## src/rtl/imem_loader.sv

```systemverilog
// Boot loader for the CPU instruction memory: accepts a program as a
// valid/ready word stream, writes it through the external memory port,
// reads it back to check a wrapping 32-bit sum, then enables the CPU.
module imem_loader #(
  parameter int          ADDR_W    = 9,
  parameter int          DATA_W    = 32,
  parameter logic [31:0] BASE_ADDR = 32'h0
) (
  input  logic              clk,
  input  logic              arst_n,
  input  logic              start,
  input  logic [ADDR_W:0]   num_words,
  input  logic              stop,
  input  logic              s_valid,
  input  logic [DATA_W-1:0] s_data,
  output logic              s_ready,
  output logic [31:0]       addr_ext,
  output logic              wen_ext,
  output logic              ren_ext,
  output logic [DATA_W-1:0] wdata_ext,
  input  logic [DATA_W-1:0] rdata_ext,
  output logic              cpu_enable,
  output logic              busy,
  output logic              done,
  output logic              error
);

  typedef enum logic [2:0] {IDLE, LOAD, VERIFY, RUN, ERR} state_t;

  // Largest legal image: the whole memory (2**ADDR_W words).
  localparam logic [ADDR_W:0] MAX_WORDS = {1'b1, {ADDR_W{1'b0}}};

  state_t          state_q, state_d;
  logic [ADDR_W:0] index_q, index_d;
  logic [ADDR_W:0] len_q, len_d;
  logic [31:0]     sum_w_q, sum_w_d;
  logic [31:0]     sum_r_q, sum_r_d;
  logic            acc_q, acc_d;      // a read was issued last cycle
  logic [31:0]     addr_q, addr_d;    // last driven address, held when idle
  logic            done_q, done_d;
  logic            en_q, en_d;
  logic            err_q, err_d;

  logic            xfer;
  logic [31:0]     cur_addr;
  logic [31:0]     sum_r_fin;

  // Port drive: writes follow stream transfers combinationally, reads run
  // back-to-back through VERIFY until every word has been requested.
  always_comb begin
    xfer      = (state_q == LOAD) && s_valid;
    cur_addr  = BASE_ADDR + (32'(index_q) << 2);
    s_ready   = (state_q == LOAD);
    wen_ext   = xfer;
    ren_ext   = (state_q == VERIFY) && (index_q < len_q);
    addr_ext  = (wen_ext || ren_ext) ? cur_addr : addr_q;
    wdata_ext = wen_ext ? s_data : '0;
    busy      = (state_q == LOAD) || (state_q == VERIFY);
    done      = done_q;
    error     = err_q;
    cpu_enable = en_q;
    sum_r_fin = sum_r_q + 32'(rdata_ext);
  end

  // Next-state and datapath updates for the load/verify/run sequence.
  always_comb begin
    state_d = state_q;
    index_d = index_q;
    len_d   = len_q;
    sum_w_d = sum_w_q;
    sum_r_d = sum_r_q;
    acc_d   = ren_ext;
    addr_d  = addr_ext;
    done_d  = 1'b0;
    en_d    = 1'b0;
    case (state_q)
      IDLE, ERR: begin
        if (start) begin
          if ((num_words == '0) || (num_words > MAX_WORDS)) begin
            state_d = ERR;
          end else begin
            state_d = LOAD;
            len_d   = num_words;
            index_d = '0;
            sum_w_d = '0;
            sum_r_d = '0;
          end
        end
      end
      LOAD: begin
        if (xfer) begin
          sum_w_d = sum_w_q + 32'(s_data);
          if (index_q == len_q - 1'b1) begin
            index_d = '0;
            state_d = VERIFY;
          end else begin
            index_d = index_q + 1'b1;
          end
        end
      end
      VERIFY: begin
        if (ren_ext) index_d = index_q + 1'b1;
        if (acc_q) sum_r_d = sum_r_fin;
        // Final cycle: no read left, last read data arriving now.
        if (acc_q && !ren_ext) begin
          if (sum_r_fin == sum_w_q) begin
            state_d = RUN;
            done_d  = 1'b1;
          end else begin
            state_d = ERR;
          end
        end
      end
      RUN: begin
        if (stop) state_d = IDLE;
        else      en_d    = 1'b1;
      end
      default: state_d = IDLE;
    endcase
    err_d = (state_d == ERR);
  end

  // State registers; async reset abandons any partial image.
  always_ff @(posedge clk or negedge arst_n) begin
    if (!arst_n) begin
      state_q <= IDLE;
      index_q <= '0;
      len_q   <= '0;
      sum_w_q <= '0;
      sum_r_q <= '0;
      acc_q   <= 1'b0;
      addr_q  <= '0;
      done_q  <= 1'b0;
      en_q    <= 1'b0;
      err_q   <= 1'b0;
    end else begin
      state_q <= state_d;
      index_q <= index_d;
      len_q   <= len_d;
      sum_w_q <= sum_w_d;
      sum_r_q <= sum_r_d;
      acc_q   <= acc_d;
      addr_q  <= addr_d;
      done_q  <= done_d;
      en_q    <= en_d;
      err_q   <= err_d;
    end
  end

endmodule
```

## config.mk

```make
export PLATFORM = sky130hd
export DESIGN_NAME = imem_loader
export DESIGN_NICKNAME = d
export VERILOG_FILES = /design/src/rtl/imem_loader.sv
export SDC_FILE = /design/constraint.sdc
export NUM_CORES = 1
export LEC_CHECK = 0
export ABC_CLOCK_PERIOD_IN_PS = 5800
export BUFFER_PORTS_ARGS = -buffer_cell sky130_fd_sc_hd__buf_2
export CORE_ASPECT_RATIO = 0.75
export CORE_MARGIN = 3
export CORE_UTILIZATION = 40
export DETAILED_ROUTE_END_ITERATION = 8
export GPL_TIMING_DRIVEN = 0
export REMOVE_ABC_BUFFERS = 1
export SYNTH_ARGS = -nofsm -noshare
export SYNTH_HDL_FRONTEND = slang
export SYNTH_SLANG_ARGS = --single-unit
```

## constraint.sdc

```tcl
create_clock -name clk -period 5.8 [get_ports clk]
set_input_delay 0.29 -clock clk [delete_from_list [all_inputs] [get_ports clk]]
set_output_delay 0.29 -clock clk [all_outputs]
set_load 0.005 [all_outputs]
```

Word-level counts from Yosys, hierarchy flattened
Cells that the tools add are included.
{ "totals": {"regBits": 123, "in_bits": 79, "out_inout_bits": 71, "elab_cells": 73} }
{ "classes": {"addsub": 4, "order_cmp": 2, "eq_ne": 12, "n_mux": 27, "bitwise_logic": 1, "reduce_logical": 17} }
{ "ops": {"columns": ["cell", "count"], "rows": [
  ["32-bit two-way mux", 6],
  ["32-bit case mux with 2 select lines", 2],
  ["32-bit adder", 2],
  ["10-bit two-way mux", 5],
  ["32-bit equality test", 1],
  ["10-bit case mux with 3 select lines", 1],
  ["3-bit two-way mux", 7],
  ["3-bit case mux with 4 select lines", 1],
  ["10-bit by 1-bit adder with 10-bit output, second input constant", 1],
  ["10-bit equality test", 1],
  ["10-bit greater-than comparator, second input constant", 1],
  ["10-bit logical NOT", 1],
  ["10-bit less-than comparator", 1],
  ["10-bit by 1-bit subtractor with 10-bit output, second input constant", 1],
  ["2-bit != test, second input constant", 4],
  ["4-bit AND reduction", 2],
  ["3-bit by 2-bit equality test with 1-bit output, second input constant", 2],
  ["3-bit equality test, second input constant", 2],
  ["1-bit two-way mux", 5],
  ["5-bit AND reduction", 1],
  ["2-bit nonzero test", 2],
  ["3-bit by 1-bit equality test with 1-bit output, second input constant", 1],
  ["1-bit logical AND", 3],
  ["3-bit logical NOT", 1],
  ["7 further kinds", 9]
]} }

Depth between registers and ports, before layout
{ "depth": {"word_depth": 7, "mapped_depth": 14, "mapped_depth_nobuf": 13} }

Worst setup path before layout
OpenSTA, ideal clock, no wires.
{ "synth_path": {"path_kind": "register -> register", "startpoint": "reg sum_r_q[0]", "endpoint": "reg state_q[0]", "setup_ns": 0.095, "arrival_ns": 3.159, "t_required_ns": 5.705, "path_slack_ns": 2.546, "stages_incl_launch_ff": 15, "path_buffers": 1, "synth_period_minus_slack_ns": 3.254, "path_cell_list": "dfrtp_1 -> ha_1 -> inv_1 -> fa_1 -> nand2b_1 -> a211oi_4 -> o221a_2 -> nor3_2 -> o21ba_1 -> buf_4 -> o31ai_4 -> xnor2_1 -> a2111oi_2 -> nand4_1 -> o31ai_1"} }
{ "synth_via": {"elab_chain_cells": 5} }
{ "synth_lines": {"columns": ["item", "line_no", "source"], "rows": [
  ["start: declaration", "37", "logic [31:0] sum_r_q, sum_r_d;"],
  ["start signal: assignment", "141", "sum_r_q <= sum_r_d;"],
  ["32-bit adder", "62", "sum_r_fin = sum_r_q + 32'(rdata_ext);"],
  ["32-bit equality test", "106", "if (sum_r_fin == sum_w_q) begin"],
  ["3-bit two-way mux", "106", null],
  ["3-bit two-way mux", "105", "if (acc_q && !ren_ext) begin"],
  ["3-bit case mux with 4 select lines", "76", "case (state_q)"],
  ["via state_d[0]", "33", "state_t state_q, state_d;"],
  ["end signal: assignment", "137", "state_q <= state_d;"],
  ["end: declaration", "33", null]
]} }
The timed path passes the listed nets, and every way through them passes these cells.
A chain may end at the register's enable or synchronous reset.

Final worst setup path
{ "layout_path": {"startpoint": "reg state_q[1]", "endpoint": "out addr_ext[9]"} }
{ "layout_via": {"elab_chain_cells": 4, "elab_cells_between_ends": 6, "cone_classes": "2 x eq/ne; 1 x mux; 3 x reduce/logical"} }
{ "layout_lines": {"columns": ["item", "line_no", "source"], "rows": [
  ["3-bit by 1-bit equality test with 1-bit output / 3-bit by 2-bit equality test with 1-bit output (equally long branches)", "51, 55", null],
  ["1-bit logical AND (on tied branches)", "51, 55", null],
  ["1-bit logical OR (*)", "56", "addr_ext = (wen_ext || ren_ext) ? cur_addr : addr_q;"],
  ["32-bit two-way mux (*)", "56", null],
  ["end: declaration", "17", "output logic [31:0] addr_ext,"]
]} }
Mark *: on every way between the ends. The rest lies on a longest branch, timed or not.

==> results.toml <==
[grt]
overflow = 0
antenna_found_initial = 0
grt_pass1_vias = 8540
track_usage_pct = 22.3
grt_max_degree = 71
grt_pass1_wl_um = 47700

[setup_path]
end_kind = "output pin"
worstRegToRegCells = 8
max_stage_delay_ps = 780
cp_max_fo = 35
crit_required_ps = 5510
reg2reg_slack_ps = 1030
worstSetupStartpointType = "register"
r2r-start = "state_q[1]$_DFF_PN0_"
cp_num_buf_inv = 4
slowest_stage = "inv_1"
cp_common_cell = "inv_1"
crit_type = "register to output pin"
r2r-end = "index_q[5]$_DFFE_PN0P_"
crit_family = "buffers and inverters"
path_cells = "or3_1, inv_1, nand2_1, inv_1, nor2_2, buf_16, mux2_2, buf_2"
crit_arrival_ps = 4600

[power_and_ir_drop]
p_leak_nw = 5.68
power_per_cell_area_nw_per_um2 = 365
peakVddDrop_v = 0.000222

[floorplanning]
dieArea_um2 = 27000
num_rows = 49
initial_core_util_pct = 41.3
die_h_um = 143
die_x_um = 189
coreArea_um2 = 24300
pin_count = 150

[layout]
multi_input_area_um2 = 6580
final_core_util_pct = 48.1
stdcell_area_um2 = 11700
ff_latch_area_um2 = 3080
final_common_cell = "buf_2"
layout-area-overhead-vs-synth_pct = 16.6
fin_nets = 1446
n_fill_cell = 2395
final_cell_mix = "148 x buf_2, 125 x nand2_1, 123 x dfrtp_1"
num_antenna_cells = 0
drive_above_1_share_pct = 17.4

[timing]
min_period_ps = 4890
final_hold_viol_count = 0
whs_ps = 76.6
slew_headroom_pct = 35.4
rsz0062_at_grt = "no"
skew_ps = 13.0
fmax_mhz = 204
finalCritPeriodShare_pct = 84.4
worst_pin_slew_ps = 965
slew_violations = 0
setup_violations = 0

[drt]
dr.pass1.iters = 5
vias = 9320
top_layer_used = "met4"
dr.first_iter.drc_count = 675
drc = 0
drt-met1-wl_um = 15800
drtAntennaViolNets = 0
wl_met2_um = 12100
via_per_inst = 5.70
dr_wl_met3_um = 1940
avgRoutedWirePerCell_um = 18.5
wirelength_um = 30300

[clocking]
post-cts-setup-buffer-count = 0
numCtsBuffers = 17
cts_tree = "built"
worstSkewPairLatency_ps = 440
clockBufferDepth = 2
cts_resized = 0
h-tree-depth = 4
clk_pin_slew_worst_paths_ps = 60
clkSinkCount = 123
clockRootBuffer = "clkbuf_16"
ctsHoldBuffers = 1

[placement]
hpwl_um = 23400
gp_congestion = 0.929
place.port_buffers = 149
dpl_cell_area_um2 = 11100

[min_path]
whs_endpoint = "len_q[1]$_DFFE_PN0P_"
min_path_cells = 3
min_from = "num_words[1]"
min_path_type = "primary input to register"

[synth]
synth_seq_cells = 123
netlist_instances = 1171
yosysWarningCount = 0
ys_seq_area_share_pct = 30.7
async_flop_share_pct = 100
ys.flop_type = "dfrtp_1"
synthesis.area_um2 = 10000
avgSynthCellArea_um2 = 8.56
synth_edf_count = 0
synth_cell_types = 85

[outcome]
status = "finished clean"

[job]
drv_cap = 0
how the worst max path moves through the flow:
stage	startpoint	endpoint	slack (ps)	cells past startpoint
detailed placement	state_q[1]$_DFF_PN0_	index_q[5]$_DFFE_PN0P_	1110	8
floorplan	num_words[2]	index_q[7]$_DFFE_PN0P_	430	9
CTS	state_q[1]$_DFF_PN0_	addr_ext[9]	930	8
global placement	num_words[1]	index_q[5]$_DFFE_PN0P_	-4090	10
global route	state_q[0]$_DFF_PN0_	addr_ext[9]	500	9
finish	state_q[1]$_DFF_PN0_	addr_ext[9]	910	8
sequential cells by signal (all words and copies together), names as in the netlist:
| register | cells |
|---|---|
| acc_q | 1 |
| state_q | 3 |
| sum_r_q | 32 |
| error | 1 |
| len_q | 10 |
| addr_q | 32 |
| done | 1 |
| cpu_enable | 1 |
| index_q | 10 |
| sum_w_q | 32 |
metal layers:
layer	track usage, %	vias to the layer above
met5	0	-
met4	5.52	0
met3	4.42	27
met2	30.6	275
met1	35.3	4438
li1	-	4580
power breakdown:
part / total, mW / switching, mW / internal (mW)
registers: 1.28 / 0.261 / 1.01
clock network: 1.11 / 0.460 / 0.655
logic: 1.88 / 1.06 / 0.817
total: 4.27 / 1.78 / 2.49
area by class of cell:
type                    instances  area share [%]
well taps                     331            3.55
multi-input cells             951            56.3
inverters                      43            1.38
flip-flops and latches        123            26.3
repair buffers                155            7.28
clock inverters                14            1.37
clock buffers                  18            3.76
through the flow:
step / total power, mW / setup TNS (ps) / cells / worst slack, ps
final: 4.27 / 0 / 1635 / 905
after global routing: 4.59 / 0 / 1635 / 498
after CTS: 4.27 / 0 / 1635 / 926
after detailed placement: 3.13 / 0 / 1602 / 1110
after global placement: 3.08 / -160950 / 1597 / -4090
after floorplan: 2.56 / 0 / 1117 / 427
worst register-to-register path: cells and delay by family, from the launching register on:
kind | cells | cell delay, ps
DFF | 1 | 480
AOI/OAI and AO/OA | 2 | 510
buffers and inverters | 2 | 1510
and+or+nand+nor | 4 | 2200
cell usage after synthesis, types with 15 or more instances:
cell type,instances,area [µm²]
a21o_1,27,203
a21oi_1,62,310
and2_1,32,200
and3_1,46,288
clkbuf_1,45,169
dfrtp_1,123,3080
ha_1,74,926
inv_1,43,161
nand2_1,126,473
nand3_1,30,150
nor2_1,68,255
nor3_1,22,110
nor4_1,15,93.8
o21a_1,19,143
o21ai_0,84,420
o22ai_1,23,144
o31ai_1,20,150
or3_1,15,93.8
xnor2_1,48,420
xor2_1,37,324
cell families after synthesis:
kind of cell             Yosys count  share of synthesized area [%]
AND/OR/NAND/NOR                  422                           21.7
AO/OA/AOI/OAI                    346                           23.6
multiplexers                      16                           1.72
flip-flops                       123                           30.7
adder cells (fa/ha/maj)           76                           9.64
buffers and inverters             97                           3.80
XOR/XNOR                          91                           8.82
(Power assumes the default switching activity.)
